[src/rtl/painterengine_gpu_dma_reader_arbiter.sv]
// Round-robin owner of one painterengine DMA reader shared by four requesters; registered outputs.
// Request to reader release in RESET_CYCLES+1 edges, reader done/error to report pulse in 1 edge.
module painterengine_gpu_dma_reader_arbiter #(
    parameter int RESET_CYCLES  = 2,
    parameter int WATCHDOG_BITS = 24
) (
    input  logic         i_wire_clock,
    input  logic         i_wire_resetn,
    input  logic [3:0]   i_wire_request,
    input  logic [127:0] i_wire_address,
    input  logic [127:0] i_wire_length,
    output logic [3:0]   o_wire_grant,
    output logic [3:0]   o_wire_done,
    output logic [3:0]   o_wire_error,
    output logic [2:0]   o_wire_error_type,
    output logic         o_wire_reader_resetn,
    output logic [3:0]   o_wire_reader_router,
    output logic [127:0] o_wire_reader_address,
    output logic [127:0] o_wire_reader_length,
    input  logic         i_wire_reader_done,
    input  logic         i_wire_reader_error,
    input  logic [2:0]   i_wire_reader_error_type
);

    typedef enum logic [1:0] {IDLE, HOLD, RUN, REPORT} state_t;

    state_t                   state_q, state_d;
    logic [1:0]               rr_q, rr_d;
    logic [1:0]               gidx_q, gidx_d;
    logic [3:0]               cnt_q, cnt_d;
    logic [WATCHDOG_BITS-1:0] wd_q, wd_d;
    logic [WATCHDOG_BITS-1:0] wd_inc;
    logic [3:0]               grant_q, grant_d;
    logic [127:0]             addr_q, addr_d;
    logic [127:0]             len_q, len_d;
    logic                     rstn_q, rstn_d;
    logic [3:0]               done_q, done_d;
    logic [3:0]               err_q, err_d;
    logic [2:0]               etype_q, etype_d;
    logic [1:0]               pick_idx;

    // First set request at or after the pointer, wrapping; lowest offset wins.
    function automatic logic [1:0] rr_pick(input logic [3:0] req, input logic [1:0] ptr);
        logic [1:0] sel;
        logic [1:0] cand;
        sel = ptr;
        for (int k = 3; k >= 0; k--) begin
            cand = ptr + 2'(k);
            if (req[cand]) sel = cand;
        end
        return sel;
    endfunction

    assign pick_idx = rr_pick(i_wire_request, rr_q);
    assign wd_inc   = wd_q + WATCHDOG_BITS'(1);

    always_comb begin
        state_d = state_q;
        rr_d    = rr_q;
        gidx_d  = gidx_q;
        cnt_d   = cnt_q;
        wd_d    = wd_q;
        grant_d = grant_q;
        addr_d  = addr_q;
        len_d   = len_q;
        rstn_d  = rstn_q;
        done_d  = '0;
        err_d   = '0;
        etype_d = etype_q;
        unique case (state_q)
            IDLE: begin
                rstn_d  = 1'b0;
                grant_d = '0;
                if (|i_wire_request) begin
                    gidx_d  = pick_idx;
                    grant_d = 4'b0001 << pick_idx;
                    addr_d  = '0;
                    len_d   = '0;
                    addr_d[pick_idx*32 +: 32] = i_wire_address[pick_idx*32 +: 32];
                    len_d[pick_idx*32 +: 32]  = i_wire_length[pick_idx*32 +: 32];
                    cnt_d   = 4'(RESET_CYCLES - 1);
                    state_d = HOLD;
                end
            end
            HOLD: begin
                if (cnt_q == 4'd0) begin
                    rstn_d  = 1'b1;
                    wd_d    = '0;
                    state_d = RUN;
                end else begin
                    cnt_d = cnt_q - 4'd1;
                end
            end
            RUN: begin
                wd_d = wd_inc;
                // Timeout fires after exactly 2^(WATCHDOG_BITS-1) cycles with the reader released.
                if (i_wire_reader_done) begin
                    done_d[gidx_q] = 1'b1;
                    etype_d        = 3'b000;
                end else if (i_wire_reader_error) begin
                    err_d[gidx_q] = 1'b1;
                    etype_d       = i_wire_reader_error_type;
                end else if (wd_inc[WATCHDOG_BITS-1]) begin
                    err_d[gidx_q] = 1'b1;
                    etype_d       = 3'b110;
                end
                if (i_wire_reader_done || i_wire_reader_error || wd_inc[WATCHDOG_BITS-1]) begin
                    rstn_d  = 1'b0;
                    rr_d    = gidx_q + 2'd1;
                    state_d = REPORT;
                end
            end
            REPORT: begin
                grant_d = '0;
                addr_d  = '0;
                len_d   = '0;
                state_d = IDLE;
            end
            default: state_d = IDLE;
        endcase
    end

    always_ff @(posedge i_wire_clock or negedge i_wire_resetn) begin
        if (!i_wire_resetn) begin
            state_q <= IDLE;
            rr_q    <= '0;
            gidx_q  <= '0;
            cnt_q   <= '0;
            wd_q    <= '0;
            grant_q <= '0;
            addr_q  <= '0;
            len_q   <= '0;
            rstn_q  <= 1'b0;
            done_q  <= '0;
            err_q   <= '0;
            etype_q <= '0;
        end else begin
            state_q <= state_d;
            rr_q    <= rr_d;
            gidx_q  <= gidx_d;
            cnt_q   <= cnt_d;
            wd_q    <= wd_d;
            grant_q <= grant_d;
            addr_q  <= addr_d;
            len_q   <= len_d;
            rstn_q  <= rstn_d;
            done_q  <= done_d;
            err_q   <= err_d;
            etype_q <= etype_d;
        end
    end

    assign o_wire_grant          = grant_q;
    assign o_wire_reader_router  = grant_q;
    assign o_wire_done           = done_q;
    assign o_wire_error          = err_q;
    assign o_wire_error_type     = etype_q;
    assign o_wire_reader_resetn  = rstn_q;
    assign o_wire_reader_address = addr_q;
    assign o_wire_reader_length  = len_q;

endmodule

[config.mk]
export PLATFORM = sky130hd
export DESIGN_NAME = painterengine_gpu_dma_reader_arbiter
export DESIGN_NICKNAME = d
export VERILOG_FILES = /design/src/rtl/painterengine_gpu_dma_reader_arbiter.sv
export SDC_FILE = /design/constraint.sdc
export NUM_CORES = 1
export LEC_CHECK = 0
export CAP_MARGIN = 25
export CORE_AREA = 2 2 210 212
export CTS_CLUSTER_SIZE = 8
export DETAILED_ROUTE_END_ITERATION = 8
export DIE_AREA = 0 0 212 214
export HOLD_SLACK_MARGIN = 0.12
export PLACE_DENSITY = 0.63
export SYNTH_ARGS = -nofsm -noshare
export SYNTH_HDL_FRONTEND = slang
export SYNTH_SLANG_ARGS = --single-unit
[constraint.sdc]
create_clock -name i_wire_clock -period 2.7 [get_ports i_wire_clock]
set_input_delay 0.54 -clock i_wire_clock [delete_from_list [all_inputs] [get_ports i_wire_clock]]
set_output_delay 0.54 -clock i_wire_clock [all_outputs]
set_load 0.02 [all_outputs]
# After elaboration in Yosys (flattened, before gate mapping)
# Index checks and enable logic that the tools add are counted.
op_classes:
  addsub: 7
  magnitude_cmp: 6
  n_eq_ne: 7
  shifts: 6
  muxes: 41
  bitwise_logic: 2
  reduce_logical: 19
op_table:
  columns: ["cell", "n"]
  rows:
  - ["case mux 128 bit (2 select lines)", 2]
  - ["bitwise AND 128 bit", 2]
  - ["two-way mux 128 bit", 2]
  - ["indexed part select 128 x 8 -> 32 bit", 2]
  - ["indexed part select 32 x 34 -> 128 bit", 2]
  - ["variable shift 32 x 34 -> 128 bit, first input constant", 1]
  - ["case mux 24 bit (2 select lines)", 1]
  - ["two-way mux 4 bit", 9]
  - ["negation 7 -> 34 bit", 1]
  - ["adder 24 x 1 -> 24 bit, second input constant", 1]
  - ["two-way mux 24 bit", 1]
  - ["case mux 4 bit (2 select lines)", 2]
  - ["less-than comparator 2 x 3 -> 1 bit, second input constant", 5]
  - ["two-way mux 2 bit", 7]
  - ["AND reduction 2 bit", 5]
  - ["two-way mux 3 bit", 3]
  - ["AND reduction 3 bit", 3]
  - ["binary-select mux 1 bit (select 2 bit)", 4]
  - ["!= test 2 bit, second input constant", 4]
  - ["case mux 2 bit (4 select lines)", 1]
  - ["two-way mux 1 bit", 7]
  - ["nonzero test 2 bit", 3]
  - ["nonzero test 3 bit", 2]
  - ["adder 2 x 1 -> 2 bit, second input constant", 2]
  - ["other kinds (13)", 16]
word_totals:
  reg_bits: 306
  in_bits: 267
  out_inout_bits: 276
  elab_cells: 100

# Logic depth before layout (Yosys ltp)
# Gate-level depths: netlist of run 1.
depth:
  depth_word: 12
  ltp_mapped: 13
  mapped_depth_nobuf: 10

# Worst setup path after synthesis of run 1
# OpenSTA, ideal clock, no wires.
synth_timing:
  kind: "input port to flip-flop"
  from: "in i_wire_request[0]"
  to: "reg len_q[119] (netlist: o_wire_reader_length[119])"
  setup_ns: 0.077
  t_arrival_ns: 2.670
  required_time_ns: 2.623
  path_slack_ns: -0.047
  path_stages: 12
  n_path_buf: 3
  cell_sequence: "inv_1 > nor2_1 > and2_1 > o41ai_2 > buf_4 > buf_6 > inv_2 > ha_1 > nor4_1 > nand4b_1 > clkbuf_1 > o21ai_1"
synth_between:
  elab_chain_cells: 11
  elab_cells_between_ends: 22
  cone_classes: "1 x add/sub; 1 x eq/ne; 3 x shift; 14 x mux; 1 x bitwise; 2 x reduce/logical"
synth_rtl:
  columns: ["item", "line", "source"]
  rows:
  - ["start: declaration", "9", "input logic [3:0] i_wire_request,"]
  - ["binary-select mux 1 bit (select 2 bit)", "49", "if (req[cand]) sel = cand;"]
  - ["two-way mux 1 bit (not written as such)", "49", null]
  - ["two-way mux 2 bit (3 in series)", "49", null]
  - ["two-way mux 2 bit (*)", "49", null]
  - ["net pick_idx[1]", "40", "logic [1:0] pick_idx;"]
  - ["indexed part select 128 x 8 -> 32 bit / negation 7 -> 34 bit (equally long branches)", "80", "len_d[pick_idx*32 +: 32] = i_wire_length[pick_idx*32 +: 32];"]
  - ["indexed part select 32 x 34 -> 128 bit / variable shift 32 x 34 -> 128 bit (equally long branches)", "80", null]
  - ["bitwise AND 128 bit (no source line) (*)", null, null]
  - ["two-way mux 128 bit (*)", "74", "if (|i_wire_request) begin"]
  - ["case mux 128 bit (2 select lines) (*)", "70", "unique case (state_q)"]
  - ["end signal: assignment", "145", "len_q <= len_d;"]
  - ["end: declaration", "35", "logic [127:0] len_q, len_d;"]
# Mark *: on every way through the listed nets, which the timed path passes. The rest lies on a longest branch. The select of a mux whose other input is x is not followed.
# A chain may end at the register's enable or synchronous reset.

# Final worst setup path of run 1
layout_timing:
  from: "in i_wire_request[0]"
  to: "reg len_q[4] (netlist: o_wire_reader_length[4])"
layout_between:
  elab_chain_cells: 11
  elab_cells_between_ends: 22
  cone_classes: "1 x add/sub; 1 x eq/ne; 3 x shift; 14 x mux; 1 x bitwise; 2 x reduce/logical"
layout_rtl:
  columns: ["item", "line"]
  rows:
  - ["binary-select mux 1 bit (select 2 bit)", "49"]
  - ["two-way mux 1 bit (not written as such)", "49"]
  - ["two-way mux 2 bit (4 in series)", "49"]
  - ["indexed part select 128 x 8 -> 32 bit / negation 7 -> 34 bit (equally long branches)", "80"]
  - ["indexed part select 32 x 34 -> 128 bit / variable shift 32 x 34 -> 128 bit (equally long branches)", "80"]
  - ["bitwise AND 128 bit (no source line)", null]
  - ["two-way mux 128 bit", "74"]
  - ["case mux 128 bit (2 select lines)", "70"]
# Parallel ways exist; a longest one is shown, timed or not. The select of a mux whose other input is x is not followed.

==> results of run 1 <==
-- cells by family (layout without fill, tap and decap cells) --
| logic type | Yosys count | after routing | share of synthesized area [%] |
|---|---|---|---|
| AOI/OAI and AO/OA | 300 | 300 | 12.2 |
| xor gates and xnor gates | 20 | 20 | 1.34 |
| adders and majority gates | 17 | 17 | 1.62 |
| buffers and inverters | 94 | 702 | 3.58 |
| DFF | 306 | 306 | 58.5 |
| muxes | 134 | 134 | 10.3 |
| other | 0 | 1 | 0 |
| and+or+nand+nor | 374 | 374 | 12.5 |
-- tightest hold or removal path, delay by kind of cell, from the launching register on --
kind / cells / cell delay, ns
flops: 1 / 0.33
simple gates: 1 / 0.05
compound gates: 1 / 0.06
-- power breakdown --
group | leakage [nW] | internal (mW) | switching (mW)
Clock | 0.571 | 2.97 | 1.86
Combinational | 4.49 | 3.96 | 5.10
Sequential | 4.23 | 5.48 | 0.602
Total | 9.28 | 12.4 | 7.56
-- what timing repair did --
item | 4_1_cts | 5_1_grt
gates resized for setup | 1 | 1
pin swaps | 0 | 0
setup endpoints to repair | 2 | 184
hold endpoints to repair | 73 | 0
gates cloned | 0 | 0
hold buffers | 1 | 0
-- path summary, 6_finish.rpt --
kind / startpoint / to
min: o_wire_reader_length[64]$_DFFE_PN0P_ / o_wire_reader_length[64]$_DFFE_PN0P_
max: i_wire_request[0] / o_wire_reader_length[4]$_DFFE_PN0P_
min in group asynchronous: i_wire_resetn / o_wire_reader_length[112]$_DFFE_PN0P_
max reg2reg: rr_q[0]$_DFFE_PN0P_ / o_wire_reader_length[4]$_DFFE_PN0P_
min reg2reg: o_wire_reader_length[64]$_DFFE_PN0P_ / o_wire_reader_length[64]$_DFFE_PN0P_
max in group asynchronous: i_wire_resetn / wd_q[4]$_DFFE_PN0P_
-- area by class of cell --
type / instances / area share (%)
Timing Repair Buffer: 637 / 30.5
Multi-Input combinational cell: 845 / 23.8
Clock buffer: 49 / 5.52
Inverter: 16 / 0.285
Antenna cell: 1 / 0.0119
Tap cell: 585 / 3.48
Sequential cell: 306 / 36.4
-- per-stage QoR --
step | setup TNS [ns] | utilization, %
floorplan | 0 | -
global placement | -95.97 | 46.3
detailed placement | -114.12 | 46.3
CTS | 0 | 49.0
global route | 0 | 49.1
finish | 0 | 49.1
-- routing by layer --
layer	global-route usage, %	routed length [um]	part of all wire (%)
met1	23.4	18300	40
met2	34.6	22700	49
met3	5.50	3490	7.6
met4	6.55	1360	3.0
met5	0	0	0
-- Yosys cell counts (all sizes together), types with 2 or more instances --
cell type | count | area, um2
dfrtp | 306 | 7660
nand2 | 277 | 1040
buf | 34 | 244
xnor2 | 5 | 43.8
nor4 | 5 | 52.6
and2 | 6 | 37.5
nor3b | 2 | 26.3
mux2 | 5 | 60.1
nand3 | 13 | 85.1
a221o | 2 | 20.0
xor2 | 15 | 131
a22oi | 3 | 22.5
nor2b | 2 | 12.5
nand2b | 5 | 31.3
a32oi | 3 | 26.3
nand4 | 5 | 37.5
mux2i | 129 | 1290
clkbuf | 44 | 165
o21ai | 267 | 1340
nor2 | 35 | 131
and4 | 5 | 43.8
ha | 17 | 213
o22ai | 2 | 12.5
a22o | 4 | 35.0
a21oi | 10 | 50.1
and3 | 3 | 18.8
nor3 | 13 | 86.3
inv | 16 | 60.1
-- registers in the layout, summed over array words and instances (netlist names) --
signal and cells:
wd_q 24, o_wire_reader_address 128, o_wire_reader_length 128, o_wire_done 4
state_q 2, o_wire_grant 4, o_wire_error 4, o_wire_error_type 3
cnt_q 4, o_wire_reader_resetn 1, rr_q 2, gidx_q 2
==> impl_metrics.ini, run 1 <==
[floorplanning]
die_h_um = 214
row_count = 76
die-area_um2 = 45400
start_util_pct = 30.5
num_io_pins = 543
die_w_um = 212
core_area_um2 = 42900

[drt]
drt-vias-per-instance = 4.70
via_count = 11500
drc = 0
totalWireLength_um = 45900
wl_per_cell_um = 18.8
drtAntennaViolNets = 0
dr.first_iter.drc_count = 553
firstDrtPassIters = 5

[grt]
antenna_found_initial = 1
grt_max_degree = 84
grt-ovfl-total = 0
grt_pass1_wl_um = 69100
grt_use_total_pct = 19.8
grt_pass1_vias = 11800

[pwr]
total_power_mw = 20.0
cellLeakagePower_nw = 9.28
ir_drop_uv = 425
pwr_density_cell_nw_per_um2 = 949

[final_layout]
multi_input_area_um2 = 5020
layout_common_cells = 540 x clkdlybuf4s50_1, 306 x dfrtp_1, 277 x nand2_1
nNetsFinal = 2134
final_common_cell = clkdlybuf4s50_1
area_growth_pct = 60.7
fin_cells = 2439
fillCellCount = 3910
postLayoutCellArea_um2 = 21000
layout-drive-gt1-share_pct = 9.12
seq_area_um2 = 7660

[sta]
slew_violations = 0
finalWorstSetupSlack_ns = 0.135
relSlewSlack_pct = 47.5
finClkSkew_ns = 0.0133
worst_slew_pin_slew_ns = 0.788
whs_ns = 0.478
hold_violations = 0
max_freq_mhz = 390
setup_violations = 0
rsz0062_at_grt = no
post-route-period-util_pct = 95.0
finalWorstPathRequiredPeriod_ns = 2.56

[place]
placedCellCount = 2388
dp_hpwl_um = 35000
gp_congestion = 0.833
io_buffer_count = 542
dpl_cell_area_um2 = 19900
dp_worst_setup_slack_ns = -0.618

[yosys]
synth_top_flop_cell = dfrtp_1
netlist_instances = 1245
syn_area_um2 = 13100
ys_seq_elements = 306
yosys_warnings = 0
seq_area_frac_synth_pct = 58.5
synth_area_per_cell_um2 = 10.5
synth_cell_types = 55
synth_edf_count = 0
synthArstFlopShare_pct = 100
synth_nets = 1529

[clock_network]
cts_tree = built
cts_setup_buffers = 0
numClockSinks = 306
clk_latency_ns = 0.54
root_buffer = clkbuf_16
clkTransAtPathRegs_ns = 0.05
cts_buffers = 44
cts_max_level = 2
clockBufferDepth = 3

[setup_path]
crit_slowest_cell = clkdlybuf4s50_1
regToRegSetupSlack_ns = 0.19
cp_data_required_time_ns = 3.15
crit_chain = clkdlybuf4s50_1 -> inv_1 -> nor2_1 -> and2_1 -> o41ai_4 -> buf_4 -> ha_1 -> nor4_1 -> nand3_2 -> buf_12 -> o21ai_1
max_stage_delay_ns = 0.45
critPathKind = input pin to flop
critPathMaxFanout = 34
reg2reg_depth = 9
cp_num_buf_inv = 4
start_kind = input pin
cp.depth = 11
cp-end-kind = flop
worstPathArrival_ns = 3.01
path_delay_family = buffers and inverters

[flow_run]
drv_cap = 0

[worst_hold_path]
hold_class = flop to flop
whs_path_depth = 2

[outcome]
outcome = complete, no violations
Power figures use the tool's default switching activity.
==> run 2, diff against run 1 <==
--- a/config.mk
+++ b/config.mk
@@ -6,12 +6,12 @@
 export NUM_CORES = 1
 export LEC_CHECK = 0
 export CAP_MARGIN = 25
-export CORE_AREA = 2 2 210 212
-export CTS_CLUSTER_SIZE = 8
+export CORE_AREA = 2 2 212 214
+export CTS_CLUSTER_SIZE = 16
 export DETAILED_ROUTE_END_ITERATION = 8
-export DIE_AREA = 0 0 212 214
+export DIE_AREA = 0 0 214 216
 export HOLD_SLACK_MARGIN = 0.12
-export PLACE_DENSITY = 0.63
+export PLACE_DENSITY = 0.59
 export SYNTH_ARGS = -nofsm -noshare
 export SYNTH_HDL_FRONTEND = slang
 export SYNTH_SLANG_ARGS = --single-unit
==> constraint.sdc (replaced) <==
create_clock -name i_wire_clock -period 2.4 [get_ports i_wire_clock]
set_input_delay 0.48 -clock i_wire_clock [delete_from_list [all_inputs] [get_ports i_wire_clock]]
set_output_delay 0.48 -clock i_wire_clock [all_outputs]
set_load 0.02 [all_outputs]
==> impl_metrics.ini, run 2 (synthesis results as in run 1) <==
[final_layout]
layout-drive-gt1-share_pct = 15.8
fillCellCount = 3992
num_antenna_cells = 0
final_common_cell = clkdlybuf4s50_1
layout_common_cells = 539 x clkdlybuf4s50_1, 305 x dfrtp_1, 277 x nand2_1
utilization_pct = 49.9
nNetsFinal = 2152
area_growth_pct = 66.9

[grt]
grtUsageMet3_pct = 6.16
grt_max_degree = 67
grt_use_total_pct = 20.1
grt-ovfl-total = 0
grt_use_met1_pct = 23.7
grt_pass1_vias = 11900
top_usage_layer = met2
grt_util_met2_pct = 33.9
grt_pass1_wl_um = 72000
antenna_found_initial = 0

[place]
gp_congestion = 0.843
dp_hpwl_um = 35900
dp_worst_setup_slack_ns = -0.739
io_buffer_count = 542

[sta]
finalWorstSetupSlack_ns = 0.0462
post-route-period-util_pct = 98.1
hold_violations = 0
whs_ns = 0.478
slew_violations = 0
finClkSkew_ns = 0.0126
setup_violations = 0
relSlewSlack_pct = 61.7
max_freq_mhz = 425
worst_slew_pin_slew_ns = 0.574
finalWorstPathRequiredPeriod_ns = 2.35
fin_tns_setup_ns = 0
rsz0062_at_grt = yes

[setup_path]
cp-end-kind = flop
worstPathArrival_ns = 2.81
start_kind = flop
max_stage_delay_ns = 0.43
cp_num_buf_inv = 4
crit_chain = and2_4 -> o41ai_4 -> buf_6 -> inv_8 -> ha_4 -> nor4_4 -> and2_4 -> nand3_4 -> clkbuf_16 -> buf_16 -> o21ai_2
critPathMostFrequentCell = and2_4
critPathKind = flop to flop
crit_slowest_cell = dfrtp_2
cp_data_required_time_ns = 2.86
critPathMaxFanout = 6
path_delay_family = simple AND/OR/NAND/NOR gates

[clock_network]
numClockSinks = 306
clockBufferDepth = 3
cts_tree = built
clkTransAtPathRegs_ns = 0.06
clk_latency_ns = 0.53
cts_buffers = 35
root_buffer = clkbuf_16
cts_max_level = 2

[drt]
drt-vias-per-instance = 4.70
firstDrtPassIters = 5
drtAntennaViolNets = 0
via_count = 11700
wl_per_cell_um = 19.8
totalWireLength_um = 49300
drc = 0
dr.first_iter.drc_count = 536

[floorplanning]
num_io_pins = 543
start_util_pct = 29.9
die_h_um = 216
row_count = 77
die-area_um2 = 46200
die_w_um = 214
core_area_um2 = 43800

[pwr]
total_power_mw = 23.2
cellLeakagePower_nw = 9.72
ir_drop_uv = 752
pwr_density_cell_nw_per_um2 = 1060

[flow_run]
drv_cap = 0

[outcome]
outcome = complete, no violations

[worst_hold_path]
hold_class = flop to flop
==> run 2: cell types whose count changed in the layout (fill, tap and decap cells not counted), moves of 3 or more <==
cell and delta:
clkbuf_16 -3, buf_4 +13, o21ai_2 +84, buf_6 +5, clkinv_2 +3, clkbuf_1 +5, o21ai_1 -84, clkbuf_8 +10
inv_6 +3
==> run 2: worst paths after layout <==
kind	startpoint	to	slack [ns]	cells after the start
setup / recovery	rr_q[1]$_DFFE_PN0P_	o_wire_reader_length[70]$_DFFE_PN0P_	0.05	11
min in group asynchronous	i_wire_resetn	o_wire_reader_length[120]$_DFFE_PN0P_	0.50	2
max in group asynchronous	i_wire_resetn	o_wire_reader_address[41]$_DFFE_PN0P_	1.15	3
setup reg to reg	rr_q[1]$_DFFE_PN0P_	o_wire_reader_length[70]$_DFFE_PN0P_	0.05	11
hold reg to reg	o_wire_reader_length[66]$_DFFE_PN0P_	o_wire_reader_length[66]$_DFFE_PN0P_	0.48	2
hold / removal	o_wire_reader_length[66]$_DFFE_PN0P_	o_wire_reader_length[66]$_DFFE_PN0P_	0.48	2
==> run 2: area by class of cell <==
class	count	area (um2)	area share, %
sequential	306	7660	35.0
timing repair buffer	664	6800	31.1
multi-input combinational	845	5400	24.7
clock buffer	54	1070	4.88
tap	592	741	3.39
clock inverter	9	110	0.504
inverter	16	80.1	0.366
==> run 2: worst min-delay path, cell delays in order (launching register included) <==
cell     delay (ns)
dfrtp_1        0.34
nand2_1        0.06
o21ai_2        0.05
==> run 2: where the power goes <==
part           switching (mW)  internal [mW]
clock network            2.17           3.29
logic                    6.12           4.84
registers               0.663           6.15
==> run 2: through the flow <==
step | instances | cell area, um2
after detailed placement | 2406 | 20000
final | 2486 | 21900
after CTS | 2470 | 21200
after global placement | 2406 | 20000
after global routing | 2486 | 21900
after floorplan | 1245 | 13200
==> run 2: what timing repair did <==
action | CTS | global route
pin swaps | 0 | 22
setup endpoints to repair | 190 | 255
gates resized for setup | 10 | 101
setup buffers | 0 | 6
hold buffers | 1 | 0
endpoints found under the hold margin | 48 | 0
gates cloned | 0 | 10
==> run 2: routing by layer <==
| layer | vias up | wire, um |
|---|---|---|
| met5 | - | 0 |
| met4 | 0 | 1850 |
| met3 | 86 | 3450 |
| met2 | 385 | 24500 |
| met1 | 5680 | 19500 |
| li1 | 5523 | - |
==> run 3, diff against run 2 <==
--- a/config.mk
+++ b/config.mk
@@ -6,12 +6,13 @@
 export NUM_CORES = 1
 export LEC_CHECK = 0
 export CAP_MARGIN = 25
-export CORE_AREA = 2 2 212 214
+export CORE_AREA = 2 2 208 210
 export CTS_CLUSTER_SIZE = 16
 export DETAILED_ROUTE_END_ITERATION = 8
-export DIE_AREA = 0 0 214 216
+export DIE_AREA = 0 0 210 212
+export DONT_BUFFER_PORTS = 1
 export HOLD_SLACK_MARGIN = 0.12
-export PLACE_DENSITY = 0.59
+export PLACE_DENSITY = 0.45
 export SYNTH_ARGS = -nofsm -noshare
 export SYNTH_HDL_FRONTEND = slang
 export SYNTH_SLANG_ARGS = --single-unit
==> impl_metrics.ini, run 3 (synthesis results as in run 1) <==
[floorplanning]
die-area_um2 = 44500
die_w_um = 210
num_io_pins = 543
start_util_pct = 30.8
die_h_um = 212
row_count = 76
core_area_um2 = 42500

[clock_network]
clk_latency_ns = 0.53
clkTransAtPathRegs_ns = 0.06
cts_buffers = 36
numClockSinks = 306
cts_hold_buffers = 1
cts_tree = built
clockBufferDepth = 3
cts_max_level = 2
root_buffer = clkbuf_16

[final_layout]
seq_area_um2 = 7660
nNetsFinal = 1545
multi_input_area_um2 = 5080
postLayoutCellArea_um2 = 15200
area_growth_pct = 16.3
layout-drive-gt1-share_pct = 11.2
fillCellCount = 4317
utilization_pct = 35.8
final_common_cell = dfrtp_1
layout_common_cells = 306 x dfrtp_1, 277 x nand2_1, 256 x o21ai_1

[sta]
finalWorstPathRequiredPeriod_ns = 2.31
slew_violations = 0
whs_ns = -0.341
post-route-period-util_pct = 96.3
max_freq_mhz = 433
finClkSkew_ns = 0.0104
rsz0062_at_grt = yes
setup_violations = 0
hold_violations = 306
worst_slew_pin_slew_ns = 0.756
relSlewSlack_pct = 49.6

[grt]
grt-ovfl-total = 0
grt_pass1_vias = 9440
antenna_found_initial = 4
grt_max_degree = 307
grt_pass1_wl_um = 59300
grt_use_total_pct = 17.4

[drt]
wl_per_cell_um = 21.7
drt-vias-per-instance = 4.99
firstDrtPassIters = 5
via_count = 9164
dr.first_iter.drc_count = 452
drtAntennaViolNets = 0
drc = 0
totalWireLength_um = 39800

[setup_path]
start_kind = flop
max_stage_delay_ns = 0.36
cp-end-kind = flop
worstPathArrival_ns = 2.77
cp_data_required_time_ns = 2.86
critPathMaxFanout = 56
crit_chain = nand2b_4 -> inv_2 -> o41ai_4 -> buf_6 -> inv_8 -> ha_4 -> nor4_4 -> and2_4 -> nand3_4 -> buf_12 -> o21ai_1
regToRegSetupSlack_ns = 0.09
crit_slowest_cell = dfrtp_1
critPathKind = flop to flop

[place]
io_buffer_count = 0
gp_congestion = 0.810
dp_hpwl_um = 28300
dpl_cell_area_um2 = 14000

[outcome]
violations = hold timing
outcome = finished, violations left

[worst_hold_path]
hold_class = input pin to async pin

[pwr]
cellLeakagePower_nw = 7.10
ir_drop_uv = 572
pwr_density_cell_nw_per_um2 = 1290

[flow_run]
drv_cap = 0
## run 3: repair_timing
| item | 4_1_cts | 5_1_grt |
|---|---|---|
| hold endpoints to repair | 311 | 306 |
| gates cloned | 0 | 0 |
| setup endpoints to repair | 81 | 188 |
| pin swaps | 1 | 1 |
| resized for setup | 4 | 7 |
| buffers inserted | 0 | 3 |
## run 3: path summary, 6_finish.rpt
check,startpoint,to,depth (start not counted)
max,rr_q[0]$_DFFE_PN0P_,o_wire_reader_length[87]$_DFFE_PN0P_,11
min,i_wire_resetn,o_wire_reader_length[48]$_DFFE_PN0P_,0
max reg2reg,rr_q[0]$_DFFE_PN0P_,o_wire_reader_length[87]$_DFFE_PN0P_,11
min reg2reg,wd_q[12]$_DFFE_PN0P_,wd_q[12]$_DFFE_PN0P_,2
max in group asynchronous,i_wire_resetn,o_wire_reader_length[73]$_DFFE_PN0P_,0
min in group i_wire_clock,i_wire_address[8],o_wire_reader_address[8]$_DFFE_PN0P_,2
## run 3: through the flow
stage	setup TNS (ns)	power (mW)	setup WS (ns)	cells	hold WS, ns
5_1_grt	-0.272	20.8	-0.0301	1835	-0.379
6_report	0	19.7	0.0892	1835	-0.341
3_5_place_dp	-4.32	14.5	-0.0883	1765	0.195
4_1_cts	0	19.9	0.0559	1828	-0.389
2_1_floorplan	-7.65	12.1	-0.0627	1245	0.184
3_3_place_gp	-0.217	14.5	-0.0171	1765	0.198
## run 3: cell type report
| type | count | area share, % |
|---|---|---|
| Multi-Input combinational cell | 845 | 33.4 |
| Timing Repair Buffer | 56 | 3.92 |
| Antenna cell | 4 | 0.0657 |
| Clock buffer | 53 | 7.00 |
| Inverter | 16 | 0.526 |
| Sequential cell | 306 | 50.3 |
| Tap cell | 546 | 4.48 |
| Clock inverter | 9 | 0.361 |
## run 3: per-layer routing
layer / vias up / global-route usage, % / routed length [um]
met5: - / 0 / 0
met4: 0 / 5.99 / 1010
met3: 55 / 5.85 / 3200
met2: 343 / 29.1 / 19600
met1: 4459 / 21.0 / 16000
li1: 4307 / - / -
## run 3: worst max-delay path: cells and delay by family, from the launching register on
family	cells	cell delay, ns
flops	1	0.36
simple gates	4	0.67
compound gates	2	0.54
buf+inv	4	0.44
fa+ha+maj	1	0.15
## run 3: power by group
part | internal, mW | leakage, nW | switching [mW] | total [mW]
sequential | 6.14 | 4.23 | 2.08 | 8.22
clock | 3.07 | 0.555 | 2.15 | 5.22
combinational | 2.39 | 2.32 | 3.84 | 6.23
total | 11.6 | 7.10 | 8.07 | 19.7
